<file path="src/rtl/mcpu_if.sv">
// Request/acknowledge bundle between mcpu and its instruction and data memories.
interface mcpu_if #(
    parameter int ADDR_W = 32
);
    // Handshake: a requester raises req with address/data already stable and
    // holds everything unchanged until the clock edge that samples ack=1; req
    // falls on that same edge. The responder's ack means nothing while req is low.
    logic              imem_req;
    logic [ADDR_W-1:0] imem_addr;
    logic [31:0]       imem_rdata;
    logic              imem_ack;
    logic              dmem_req;
    logic              dmem_we;
    logic [ADDR_W-1:0] dmem_addr;
    logic [31:0]       dmem_wdata;
    logic [31:0]       dmem_rdata;
    logic              dmem_ack;

    modport master (
        output imem_req, imem_addr,
        input  imem_rdata, imem_ack,
        output dmem_req, dmem_we, dmem_addr, dmem_wdata,
        input  dmem_rdata, dmem_ack
    );

    modport slave (
        input  imem_req, imem_addr,
        output imem_rdata, imem_ack,
        input  dmem_req, dmem_we, dmem_addr, dmem_wdata,
        output dmem_rdata, dmem_ack
    );
endinterface

</file>
<file path="src/rtl/mcpu.sv">
// Multi-cycle RV32I-subset core (FETCH/EXEC/MEM/WB) with sticky trap.
// Define MCPU_SLT_EN to add slt/slti; otherwise those encodings trap.
module mcpu #(
    parameter logic [31:0] RESET_PC = 32'h0000_0000,
    parameter int          ADDR_W   = 32,
    parameter int          NREG     = 32
) (
    input  logic       clk,
    input  logic       n_reset,
    mcpu_if.master     bus,
    output logic       retire,
    output logic       trap,
    output logic [2:0] dbg_state_o
);
    localparam int IDXW = $clog2(NREG);

`ifdef MCPU_SLT_EN
    localparam logic SLT_EN = 1'b1;
`else
    localparam logic SLT_EN = 1'b0;
`endif

    typedef enum logic [2:0] {
        S_IDLE, S_FETCH, S_EXEC, S_MEM, S_WB, S_TRAP
    } state_t;

    state_t            state_q, state_d;
    logic [31:0]       pc_q, pc_d;
    logic [31:0]       ir_q, ir_d;
    logic [31:0]       npc_q, npc_d;
    logic [31:0]       wb_val_q, wb_val_d;
    logic              wb_en_q, wb_en_d;
    logic              imem_req_q, imem_req_d;
    logic [ADDR_W-1:0] imem_addr_q, imem_addr_d;
    logic              dmem_req_q, dmem_req_d;
    logic              dmem_we_q, dmem_we_d;
    logic [ADDR_W-1:0] dmem_addr_q, dmem_addr_d;
    logic [31:0]       dmem_wdata_q, dmem_wdata_d;
    logic              retire_q, retire_d;
    logic              trap_q, trap_d;
    logic [31:0]       regs_q [NREG];

    logic [6:0]  opcode, f7;
    logic [2:0]  f3;
    logic [4:0]  rd, rs1, rs2;
    logic [31:0] rv1, rv2, imm_i, imm_s, imm_b, opb;
    logic [31:0] alu_res, mem_addr, br_target;
    logic        is_r, is_i, is_lw, is_sw, is_br;
    logic        r_add, r_sub, r_and, r_or, r_slt, i_addi, i_slti;
    logic        alu_r, alu_i, known, use_rs2, use_rd, regs_ok;
    logic        br_taken, exc, rf_we;

    function automatic logic idx_legal(input logic [4:0] idx);
        return {1'b0, idx} < 6'(NREG);
    endfunction

    assign opcode = ir_q[6:0];
    assign rd     = ir_q[11:7];
    assign f3     = ir_q[14:12];
    assign rs1    = ir_q[19:15];
    assign rs2    = ir_q[24:20];
    assign f7     = ir_q[31:25];

    // Out-of-range indices read as zero; such instructions trap before any use.
    assign rv1 = (rs1 == 5'd0 || !idx_legal(rs1)) ? 32'd0 : regs_q[rs1[IDXW-1:0]];
    assign rv2 = (rs2 == 5'd0 || !idx_legal(rs2)) ? 32'd0 : regs_q[rs2[IDXW-1:0]];

    assign imm_i = {{20{ir_q[31]}}, ir_q[31:20]};
    assign imm_s = {{20{ir_q[31]}}, ir_q[31:25], ir_q[11:7]};
    assign imm_b = {{19{ir_q[31]}}, ir_q[31], ir_q[7], ir_q[30:25], ir_q[11:8], 1'b0};

    assign is_r  = (opcode == 7'b0110011);
    assign is_i  = (opcode == 7'b0010011);
    assign is_lw = (opcode == 7'b0000011) && (f3 == 3'b010);
    assign is_sw = (opcode == 7'b0100011) && (f3 == 3'b010);
    assign is_br = (opcode == 7'b1100011) && (f3 == 3'b000 || f3 == 3'b001);

    assign r_add  = is_r && (f7 == 7'b0000000) && (f3 == 3'b000);
    assign r_sub  = is_r && (f7 == 7'b0100000) && (f3 == 3'b000);
    assign r_and  = is_r && (f7 == 7'b0000000) && (f3 == 3'b111);
    assign r_or   = is_r && (f7 == 7'b0000000) && (f3 == 3'b110);
    assign r_slt  = SLT_EN && is_r && (f7 == 7'b0000000) && (f3 == 3'b010);
    assign i_addi = is_i && (f3 == 3'b000);
    assign i_slti = SLT_EN && is_i && (f3 == 3'b010);

    assign alu_r   = r_add | r_sub | r_and | r_or | r_slt;
    assign alu_i   = i_addi | i_slti;
    assign known   = alu_r | alu_i | is_lw | is_sw | is_br;
    assign use_rs2 = alu_r | is_sw | is_br;
    assign use_rd  = alu_r | alu_i | is_lw;
    assign regs_ok = idx_legal(rs1) && (!use_rs2 || idx_legal(rs2)) && (!use_rd || idx_legal(rd));

    assign opb     = alu_r ? rv2 : imm_i;
    assign alu_res = r_sub            ? rv1 - opb :
                     r_and            ? rv1 & opb :
                     r_or             ? rv1 | opb :
                     (r_slt | i_slti) ? {31'd0, $signed(rv1) < $signed(opb)} :
                                        rv1 + opb;

    assign mem_addr  = rv1 + (is_sw ? imm_s : imm_i);
    assign br_taken  = is_br && ((rv1 == rv2) ^ f3[0]);
    assign br_target = pc_q + imm_b;

    assign exc = !known || !regs_ok
               || ((is_lw || is_sw) && mem_addr[1:0] != 2'b00)
               || (br_taken && br_target[1]);

    assign rf_we = (state_q == S_WB) && wb_en_q && (rd != 5'd0);

    always_comb begin
        state_d      = state_q;
        pc_d         = pc_q;
        ir_d         = ir_q;
        npc_d        = npc_q;
        wb_val_d     = wb_val_q;
        wb_en_d      = wb_en_q;
        imem_req_d   = imem_req_q;
        imem_addr_d  = imem_addr_q;
        dmem_req_d   = dmem_req_q;
        dmem_we_d    = dmem_we_q;
        dmem_addr_d  = dmem_addr_q;
        dmem_wdata_d = dmem_wdata_q;
        retire_d     = 1'b0;
        trap_d       = trap_q;
        case (state_q)
            S_IDLE: begin
                state_d     = S_FETCH;
                imem_req_d  = 1'b1;
                imem_addr_d = pc_q[ADDR_W-1:0];
            end
            S_FETCH: begin
                if (bus.imem_ack) begin
                    ir_d       = bus.imem_rdata;
                    imem_req_d = 1'b0;
                    state_d    = S_EXEC;
                end
            end
            S_EXEC: begin
                if (exc) begin
                    state_d = S_TRAP;
                    trap_d  = 1'b1;
                end else if (is_lw || is_sw) begin
                    state_d      = S_MEM;
                    dmem_req_d   = 1'b1;
                    dmem_we_d    = is_sw;
                    dmem_addr_d  = mem_addr[ADDR_W-1:0];
                    dmem_wdata_d = rv2;
                    wb_en_d      = is_lw;
                    npc_d        = pc_q + 32'd4;
                end else begin
                    state_d  = S_WB;
                    retire_d = 1'b1;
                    wb_en_d  = use_rd;
                    wb_val_d = alu_res;
                    npc_d    = br_taken ? br_target : pc_q + 32'd4;
                end
            end
            S_MEM: begin
                if (bus.dmem_ack) begin
                    dmem_req_d = 1'b0;
                    wb_val_d   = bus.dmem_rdata;
                    retire_d   = 1'b1;
                    state_d    = S_WB;
                end
            end
            S_WB: begin
                pc_d        = npc_q;
                state_d     = S_FETCH;
                imem_req_d  = 1'b1;
                imem_addr_d = npc_q[ADDR_W-1:0];
            end
            S_TRAP: state_d = S_TRAP;
            default: state_d = S_IDLE;
        endcase
    end

    always_ff @(posedge clk or negedge n_reset) begin
        if (!n_reset) begin
            state_q      <= S_IDLE;
            pc_q         <= RESET_PC;
            ir_q         <= '0;
            npc_q        <= '0;
            wb_val_q     <= '0;
            wb_en_q      <= 1'b0;
            imem_req_q   <= 1'b0;
            imem_addr_q  <= '0;
            dmem_req_q   <= 1'b0;
            dmem_we_q    <= 1'b0;
            dmem_addr_q  <= '0;
            dmem_wdata_q <= '0;
            retire_q     <= 1'b0;
            trap_q       <= 1'b0;
            for (int i = 0; i < NREG; i++) regs_q[i] <= '0;
        end else begin
            state_q      <= state_d;
            pc_q         <= pc_d;
            ir_q         <= ir_d;
            npc_q        <= npc_d;
            wb_val_q     <= wb_val_d;
            wb_en_q      <= wb_en_d;
            imem_req_q   <= imem_req_d;
            imem_addr_q  <= imem_addr_d;
            dmem_req_q   <= dmem_req_d;
            dmem_we_q    <= dmem_we_d;
            dmem_addr_q  <= dmem_addr_d;
            dmem_wdata_q <= dmem_wdata_d;
            retire_q     <= retire_d;
            trap_q       <= trap_d;
            if (rf_we) regs_q[rd[IDXW-1:0]] <= wb_val_q;
        end
    end

    assign bus.imem_req   = imem_req_q;
    assign bus.imem_addr  = imem_addr_q;
    assign bus.dmem_req   = dmem_req_q;
    assign bus.dmem_we    = dmem_we_q;
    assign bus.dmem_addr  = dmem_addr_q;
    assign bus.dmem_wdata = dmem_wdata_q;
    assign retire         = retire_q;
    assign trap           = trap_q;
    assign dbg_state_o    = state_q;
endmodule

</file>
<file path="src/flat_wrapper.sv">
// flat-port wrapper written by rule: the top's interface ports become plain ports
module mcpu_flat 
#(
    parameter logic [31:0] RESET_PC = 32'h0000_0000,
    parameter int          ADDR_W   = 32,
    parameter int          NREG     = 32
)
  (clk, n_reset, retire, trap, dbg_state_o, bus_imem_req, bus_imem_addr, bus_imem_rdata, bus_imem_ack, bus_dmem_req, bus_dmem_we, bus_dmem_addr, bus_dmem_wdata, bus_dmem_rdata, bus_dmem_ack);
  mcpu_if #(.ADDR_W(ADDR_W)) bus_i ();
  input  logic clk;
  input  logic n_reset;
  output logic retire;
  output logic trap;
  output logic [2:0] dbg_state_o;
  output wire logic [$bits(bus_i.imem_req)-1:0] bus_imem_req;
  output wire logic [$bits(bus_i.imem_addr)-1:0] bus_imem_addr;
  input wire logic [$bits(bus_i.imem_rdata)-1:0] bus_imem_rdata;
  input wire logic [$bits(bus_i.imem_ack)-1:0] bus_imem_ack;
  output wire logic [$bits(bus_i.dmem_req)-1:0] bus_dmem_req;
  output wire logic [$bits(bus_i.dmem_we)-1:0] bus_dmem_we;
  output wire logic [$bits(bus_i.dmem_addr)-1:0] bus_dmem_addr;
  output wire logic [$bits(bus_i.dmem_wdata)-1:0] bus_dmem_wdata;
  input wire logic [$bits(bus_i.dmem_rdata)-1:0] bus_dmem_rdata;
  input wire logic [$bits(bus_i.dmem_ack)-1:0] bus_dmem_ack;
  assign bus_imem_req = bus_i.imem_req;
  assign bus_imem_addr = bus_i.imem_addr;
  assign bus_i.imem_rdata = bus_imem_rdata;
  assign bus_i.imem_ack = bus_imem_ack;
  assign bus_dmem_req = bus_i.dmem_req;
  assign bus_dmem_we = bus_i.dmem_we;
  assign bus_dmem_addr = bus_i.dmem_addr;
  assign bus_dmem_wdata = bus_i.dmem_wdata;
  assign bus_i.dmem_rdata = bus_dmem_rdata;
  assign bus_i.dmem_ack = bus_dmem_ack;
  mcpu #(.RESET_PC(RESET_PC), .ADDR_W(ADDR_W), .NREG(NREG)) u_core (.clk(clk), .n_reset(n_reset), .bus(bus_i), .retire(retire), .trap(trap), .dbg_state_o(dbg_state_o));
endmodule
</file>
<file path="config.mk">
export PLATFORM = sky130hd
export DESIGN_NAME = mcpu_flat
export DESIGN_NICKNAME = d
export VERILOG_FILES = /design/src/rtl/mcpu_if.sv /design/src/rtl/mcpu.sv /design/src/flat_wrapper.sv
export SDC_FILE = /design/constraint.sdc
export NUM_CORES = 2
export LEC_CHECK = 0
export CAP_MARGIN = 0
export CORE_ASPECT_RATIO = 1.1
export CORE_MARGIN = 3
export CORE_UTILIZATION = 50
export CTS_BUF_LIST = sky130_fd_sc_hd__clkbuf_4 sky130_fd_sc_hd__clkbuf_8
export DETAILED_ROUTE_END_ITERATION = 6
export HOLD_SLACK_MARGIN = 0.12
export PLACE_DENSITY = 0.69
export RECOVER_POWER = 25
export SLEW_MARGIN = 20
export SYNTH_ARGS = -nofsm -noshare
export SYNTH_HDL_FRONTEND = slang
export SYNTH_SLANG_ARGS = --single-unit
export TNS_END_PERCENT = 30
</file>
<file path="constraint.sdc">
create_clock -name clk -period 6.3 [get_ports clk]
set_clock_uncertainty 0.05 [all_clocks]
set_input_delay 1.26 -clock clk [delete_from_list [all_inputs] [get_ports clk]]
set_output_delay 1.26 -clock clk [all_outputs]
set_load 0.01 [all_outputs]
</file>
# After elaboration in Yosys (flattened, before gate mapping)
# Index checks and enable logic that the tools add are counted.
op_classes:
  eq_ne: 21
  n_addsub: 5
  muxes: 39
  bitwise: 14
  n_reduce_logical: 40
  n_lt_le_gt_ge: 4
op_table:
  columns: ["op", "n"]
  rows:
  - ["$bwmux 1024", 1]
  - ["$mux 32", 16]
  - ["$bmux 32 s5", 2]
  - ["$demux 32 s5", 1]
  - ["$pmux 32 s2", 2]
  - ["$add 32x32->32", 3]
  - ["$add 32x3->32 const B", 1]
  - ["$and 32x32->32", 1]
  - ["$eq 32x32->1", 1]
  - ["$or 32x32->32", 1]
  - ["$sub 32x32->32", 1]
  - ["$eq 7x6->1 const B", 3]
  - ["$ge 6x6->1 const B", 3]
  - ["$not 5->6", 3]
  - ["$logic_and 1x1->1", 16]
  - ["$pmux 3 s5", 1]
  - ["$eq 3x3->1 const B", 4]
  - ["$mux 3", 4]
  - ["$logic_not 5->1", 2]
  - ["$reduce_and 2->1", 5]
  - ["$eq 3x2->1 const B", 3]
  - ["$mux 1", 8]
  - ["$ne 2x2->1 const B", 4]
  - ["$reduce_and 4->1", 2]
  - ["other kinds (19)", 35]
totals:
  ff_bits: 1257
  out_inout_bits: 104

# Depth between registers and ports, before layout
logic_depth:
  ltp_word: 15
  depth_mapped: 24
  mapped_depth_nobuf: 20

# Least setup slack after synthesis
# No wires, ideal clock.
synth_timing:
  kind: "register to register"
  from: "register u_core.ir_q[31]"
  to: "register u_core.wb_val_q[28]"
  stages_incl_launch_ff: 23
  synth_period_minus_slack_ps: 5976
  path_slack_ps: 324
  arrival_ps: 5801
  setup_time_ps: 125
  path_cell_list: "dfrtp_1 clkbuf_1 nor4_1 nand3_1 nor2_1 nor2_1 clkbuf_1 clkbuf_1 o21ai_0 ha_1 buf_2 nor3_1 a2111oi_2 o221ai_1 a21o_1 a221oi_1 o31a_1 o31ai_1 a311oi_1 a22o_1 mux2i_1 a22o_1 mux2_4"
synth_via:
  elab_chain_cells: 15
  word_cells_on_any_way: 31
  cone_classes: "add/sub (2); eq/ne (2); mux (7); bitwise (9); reduce/logical (11)"
synth_lines:
  columns: ["element", "line_no", "source"]
  rows:
  - ["start, declared", "mcpu.sv:29", "logic [31:0] ir_q, ir_d;"]
  - ["start signal, assigned", "mcpu.sv:197", "ir_q <= ir_d;"]
  - ["parallel branches: the longest is 15 deep, another holds $add 32x32->32", null, null]
  - ["end signal, assigned", "mcpu.sv:199", "wb_val_q <= wb_val_d;"]
  - ["end, declared", "mcpu.sv:31", "logic [31:0] wb_val_q, wb_val_d;"]
# Several ways; the timed one is not identified. The select of a mux whose other input is x is not followed.
# A chain may end at the register's enable or synchronous reset.

# Worst setup path after layout
layout_timing:
  from: "register u_core.ir_q[16]"
  to: "register u_core.wb_val_q[30]"
layout_via:
  elab_chain_cells: 12
  word_cells_on_any_way: 27
  cone_classes: "add/sub (3); eq/ne (2); mux (10); bitwise (4); reduce/logical (8)"
layout_lines:
  columns: ["element", "line_no", "source"]
  rows:
  - ["$not 5->6 (implied by the code)", "mcpu.sv:65", "assign rv1 = (rs1 == 5'd0 || !idx_legal(rs1)) ? 32'd0 : regs_q[rs1[IDXW-1:0]];"]
  - ["$bmux 32 s5", "mcpu.sv:65", null]
  - ["$mux 32 (implied by the code) (2 in a row)", "mcpu.sv:65", null]
  - ["$mux 32 *", "mcpu.sv:65", null]
  - ["$add 32x32->32 (tied with other cells)", "mcpu.sv:98", "rv1 + opb;"]
  - ["$mux 32 (tied with other cells)", "mcpu.sv:96", "r_or ? rv1 | opb :"]
  - ["$mux 32 (tied with other cells)", "mcpu.sv:95", "r_and ? rv1 & opb :"]
  - ["$mux 32 (tied with other cells)", "mcpu.sv:94", "assign alu_res = r_sub ? rv1 - opb :"]
  - ["$mux 32 / $logic_or 1x1->1 (equally long branches)", "mcpu.sv:142, mcpu.sv:106", null]
  - ["$mux 32 / $ne 2x2->1 (equally long branches)", null, null]
  - ["$pmux 32 s2 / $reduce_and 4->1 (equally long branches)", null, null]
# Mark *: on every way between the ends. The rest lies on a longest branch, timed or not. The select of a mux whose other input is x is not followed.

==> flow_metrics.env <==
export IMPL_rsz0062_at_grt="false"
export IMPL_cp_end_kind="flip-flop"
export IMPL_grt_usage_pct=30.64
export IMPL_numCtsBuffers=203
export IMPL_worstPathArrival_ns=6.99
export IMPL_min_period_over_period_pct=97.34
export IMPL_dp_hpwl_um=148400
export IMPL_grt_ovfl_total=0
export IMPL_dp_slack_ns=-0.1795
export IMPL_totalWireLength_um=227000
export IMPL_yosys_area_top_type="dfrtp_1"
export IMPL_hold_violations=0
export IMPL_synth_top_area_share_pct=44.15
export IMPL_setup_viol=0
export IMPL_clockRootBuffer="clkbuf_8"
export IMPL_die_h_um=401.9
export IMPL_ys_flop_type="dfrtp_1"
export IMPL_fmax_ghz=0.1631
export IMPL_drcViolationCount=0
export IMPL_cts_hold_buf=0
export IMPL_ys_seq_area_share_pct=44.15
export IMPL_setup_tns_ns=0
export IMPL_clk_pin_slew_ns=0.06
export IMPL_r2r_start="u_core.ir_q[16]$_DFFE_PN0P_"
export IMPL_tightestPinTransition_ns=3.154
export IMPL_antenna_found_initial=5
export IMPL_holdCritStartpoint="u_core.regs_q[1021]$_DFFE_PN0P_"
export IMPL_maxSlewViolCount=541
export IMPL_grt_pass1_wl_um=337100
export IMPL_die_area_um2=147100
export IMPL_p_leak_nw=36.50
export IMPL_slew_limit_headroom_pct=-110.3
export IMPL_p_per_area_nw_per_um2=200.2
export IMPL_synth_seq_cells=1257
export IMPL_clock_sinks=1257
export IMPL_cp_max_fo=19
export IMPL_worst_slack_ns=0.1677
export IMPL_synthCells=5541
export IMPL_hp_class="reg2reg"
export IMPL_wire_per_inst_um=29.16
export IMPL_synth_nets=5772
export IMPL_synth_edf_count=0
export IMPL_outcome="finished, violations left"
export IMPL_syn_mean_instance_area_um2=12.86
export IMPL_drive_gt1_share_pct=40.37
export IMPL_yosysWarnings=0
export IMPL_violations="capacitance limit, slew limit"
export IMPL_cts_tree="built"
export IMPL_min_period_ns=6.132
export IMPL_drtIter0Drc=4938
export IMPL_grt_max_degree=155
export IMPL_start_kind="flip-flop"
export IMPL_synth_distinct_cells=84
export IMPL_synth_area_um2=71250
export IMPL_clk_latency_ns=0.98
export IMPL_num_nets_final=5958
export IMPL_gp_congestion=0.9669
export IMPL_rows=144
export IMPL_start_util_pct=50.64
export IMPL_htree_levels=4
export IMPL_portBuffers=171
export IMPL_first_pass_iters=6
export IMPL_crit_start="u_core.ir_q[16]$_DFFE_PN0P_"
export IMPL_yosys_top_cells_count="dfrtp_1 (1257), mux2_2 (1053), mux4_2 (512), nand2_1 (368), clkbuf_1 (338)"
export IMPL_ant_nets=0
export IMPL_cap_violations=7
export IMPL_clock_path_buffers=3
export IMPL_fin_util_pct=57.31
export IMPL_top_level_ports=172
export IMPL_yosysMostFrequentCell="dfrtp_1"
export IMPL_num_vias=50402
export IMPL_core_area_um2=140700
export IMPL_first_global_vias=51211
export IMPL_critPathKind="reg2reg"
export IMPL_crit_required_ns=7.16
export IMPL_irDropWorstVdd_v=0.0002129
export IMPL_synthArstFlopShare_pct=100.0
export IMPL_ys_top_cells_by_area="dfrtp_1 (44%), mux2_2 (17%), mux4_2 (16%), ha_1 (2.8%), nand2_1 (1.9%)"
export IMPL_chipWidth_um=365.9
export IMPL_area_delta_synth_final_pct=13.19
export IMPL_viasPerCell=6.473
[cell usage in the layout, fill, tap and decap left out, drive strengths merged, types with 128 or more instances in the layout]
cell type,Yosys,layout
ha,159,159
clkdlybuf4s50,0,170
o21ai,319,319
inv,124,128
nor2,182,182
nand2,370,370
buf,158,299
a21oi,172,172
mux4,512,512
mux2,1080,1080
dfrtp,1257,1257
clkbuf,339,333
mux2i,132,132
[worst max-delay path, stage by stage (launching register included)]
cell and delay [ns]:
dfrtp_4 0.75, buf_4 0.30, mux4_2 0.33, mux4_2 0.50, o21ai_0 0.48, inv_1 0.17
ha_1 0.38, nor3_1 0.07, a2111oi_2 0.56, o221ai_1 0.25, a21o_1 0.29, a221oi_1 0.43
o31a_1 0.22, o31ai_1 0.13, a311oi_1 0.30, buf_4 0.19, o31ai_1 0.08, xnor2_1 0.14
a311oi_1 0.28, mux2_4 0.19
[cells by family after synthesis]
| logic type | Yosys count | synth area share (%) |
|---|---|---|
| muxes | 1724 | 35.23 |
| buffers and inverters | 621 | 3.758 |
| and+or+nand+nor | 797 | 4.996 |
| adders and majority gates | 163 | 2.904 |
| AOI/OAI and AO/OA | 857 | 7.468 |
| xor gates and xnor gates | 122 | 1.500 |
| DFF | 1257 | 44.15 |
[where the power goes]
part / switching (W) / internal (W) / total [W] / leakage (nW)
Combinational: 0.000184 / 0.0000576 / 0.000242 / 16.7
Clock: 0.00342 / 0.00434 / 0.00776 / 2.39
Sequential: 0.0000592 / 0.00808 / 0.00814 / 17.4
[final cells by class]
cell class	count	area, um2
antenna	3	7.507
clock inverter	39	375.4
tap	1898	2375
sequential	1257	31500
fill	11236	60070
timing repair buffer	478	4459
multi-input combinational	3663	37350
inverter	124	465.4
clock buffer	324	4121
[final timing paths]
path | depth (start not counted) | slack (ns) | endpoint
max in group asynchronous | 2 | 1.15 | u_core.ir_q[22]$_DFFE_PN0P_
hold reg to reg | 0 | 0.32 | u_core.regs_q[1021]$_DFFE_PN0P_
hold / removal | 0 | 0.32 | u_core.regs_q[1021]$_DFFE_PN0P_
min in group asynchronous | 1 | 1.25 | u_core.pc_q[22]$_DFFE_PN0P_
setup reg to reg | 19 | 0.17 | u_core.wb_val_q[30]$_DFFE_PN0P_
setup / recovery | 19 | 0.17 | u_core.wb_val_q[30]$_DFFE_PN0P_
[routing by layer]
metal	up-vias	share of wire [%]	global-route usage, %
met2	2513	46	47.97
met4	0	5.4	14.72
met3	665	9.7	8.211
met1	26155	39	39.78
li1	21069	-	-
met5	-	0	0
[state kept, by name, summed over array words and instances (netlist names), 3 cells and up]
signal / count
u_core.wb_val_q: 32
u_core.ir_q: 32
u_core.bus.imem_addr: 32
u_core.dbg_state_o: 3
u_core.pc_q: 32
u_core.npc_q: 32
u_core.bus.dmem_addr: 32
u_core.regs_q: 1024
u_core.bus.dmem_wdata: 32
[stage by stage]
stage	cells	power, W	instance area (um2)	hold slack (ns)
floorplan	5541	0.008286	71250	0.3746
global placement	7414	0.008538	76110	0.3104
detailed placement	7414	0.008540	76110	0.3132
CTS	7777	0.01627	80610	0.2033
global route	7786	0.01665	80650	0.3350
finish	7786	0.01615	80650	0.3248
[repair_timing]
item	in CTS	in global routing
gates resized for setup	1	9
pin swaps	0	1
endpoints found under the hold margin	0	0
buffers inserted	0	6
endpoints found under the setup margin	1	10
No activity file was read; power rests on OpenSTA's default activity.
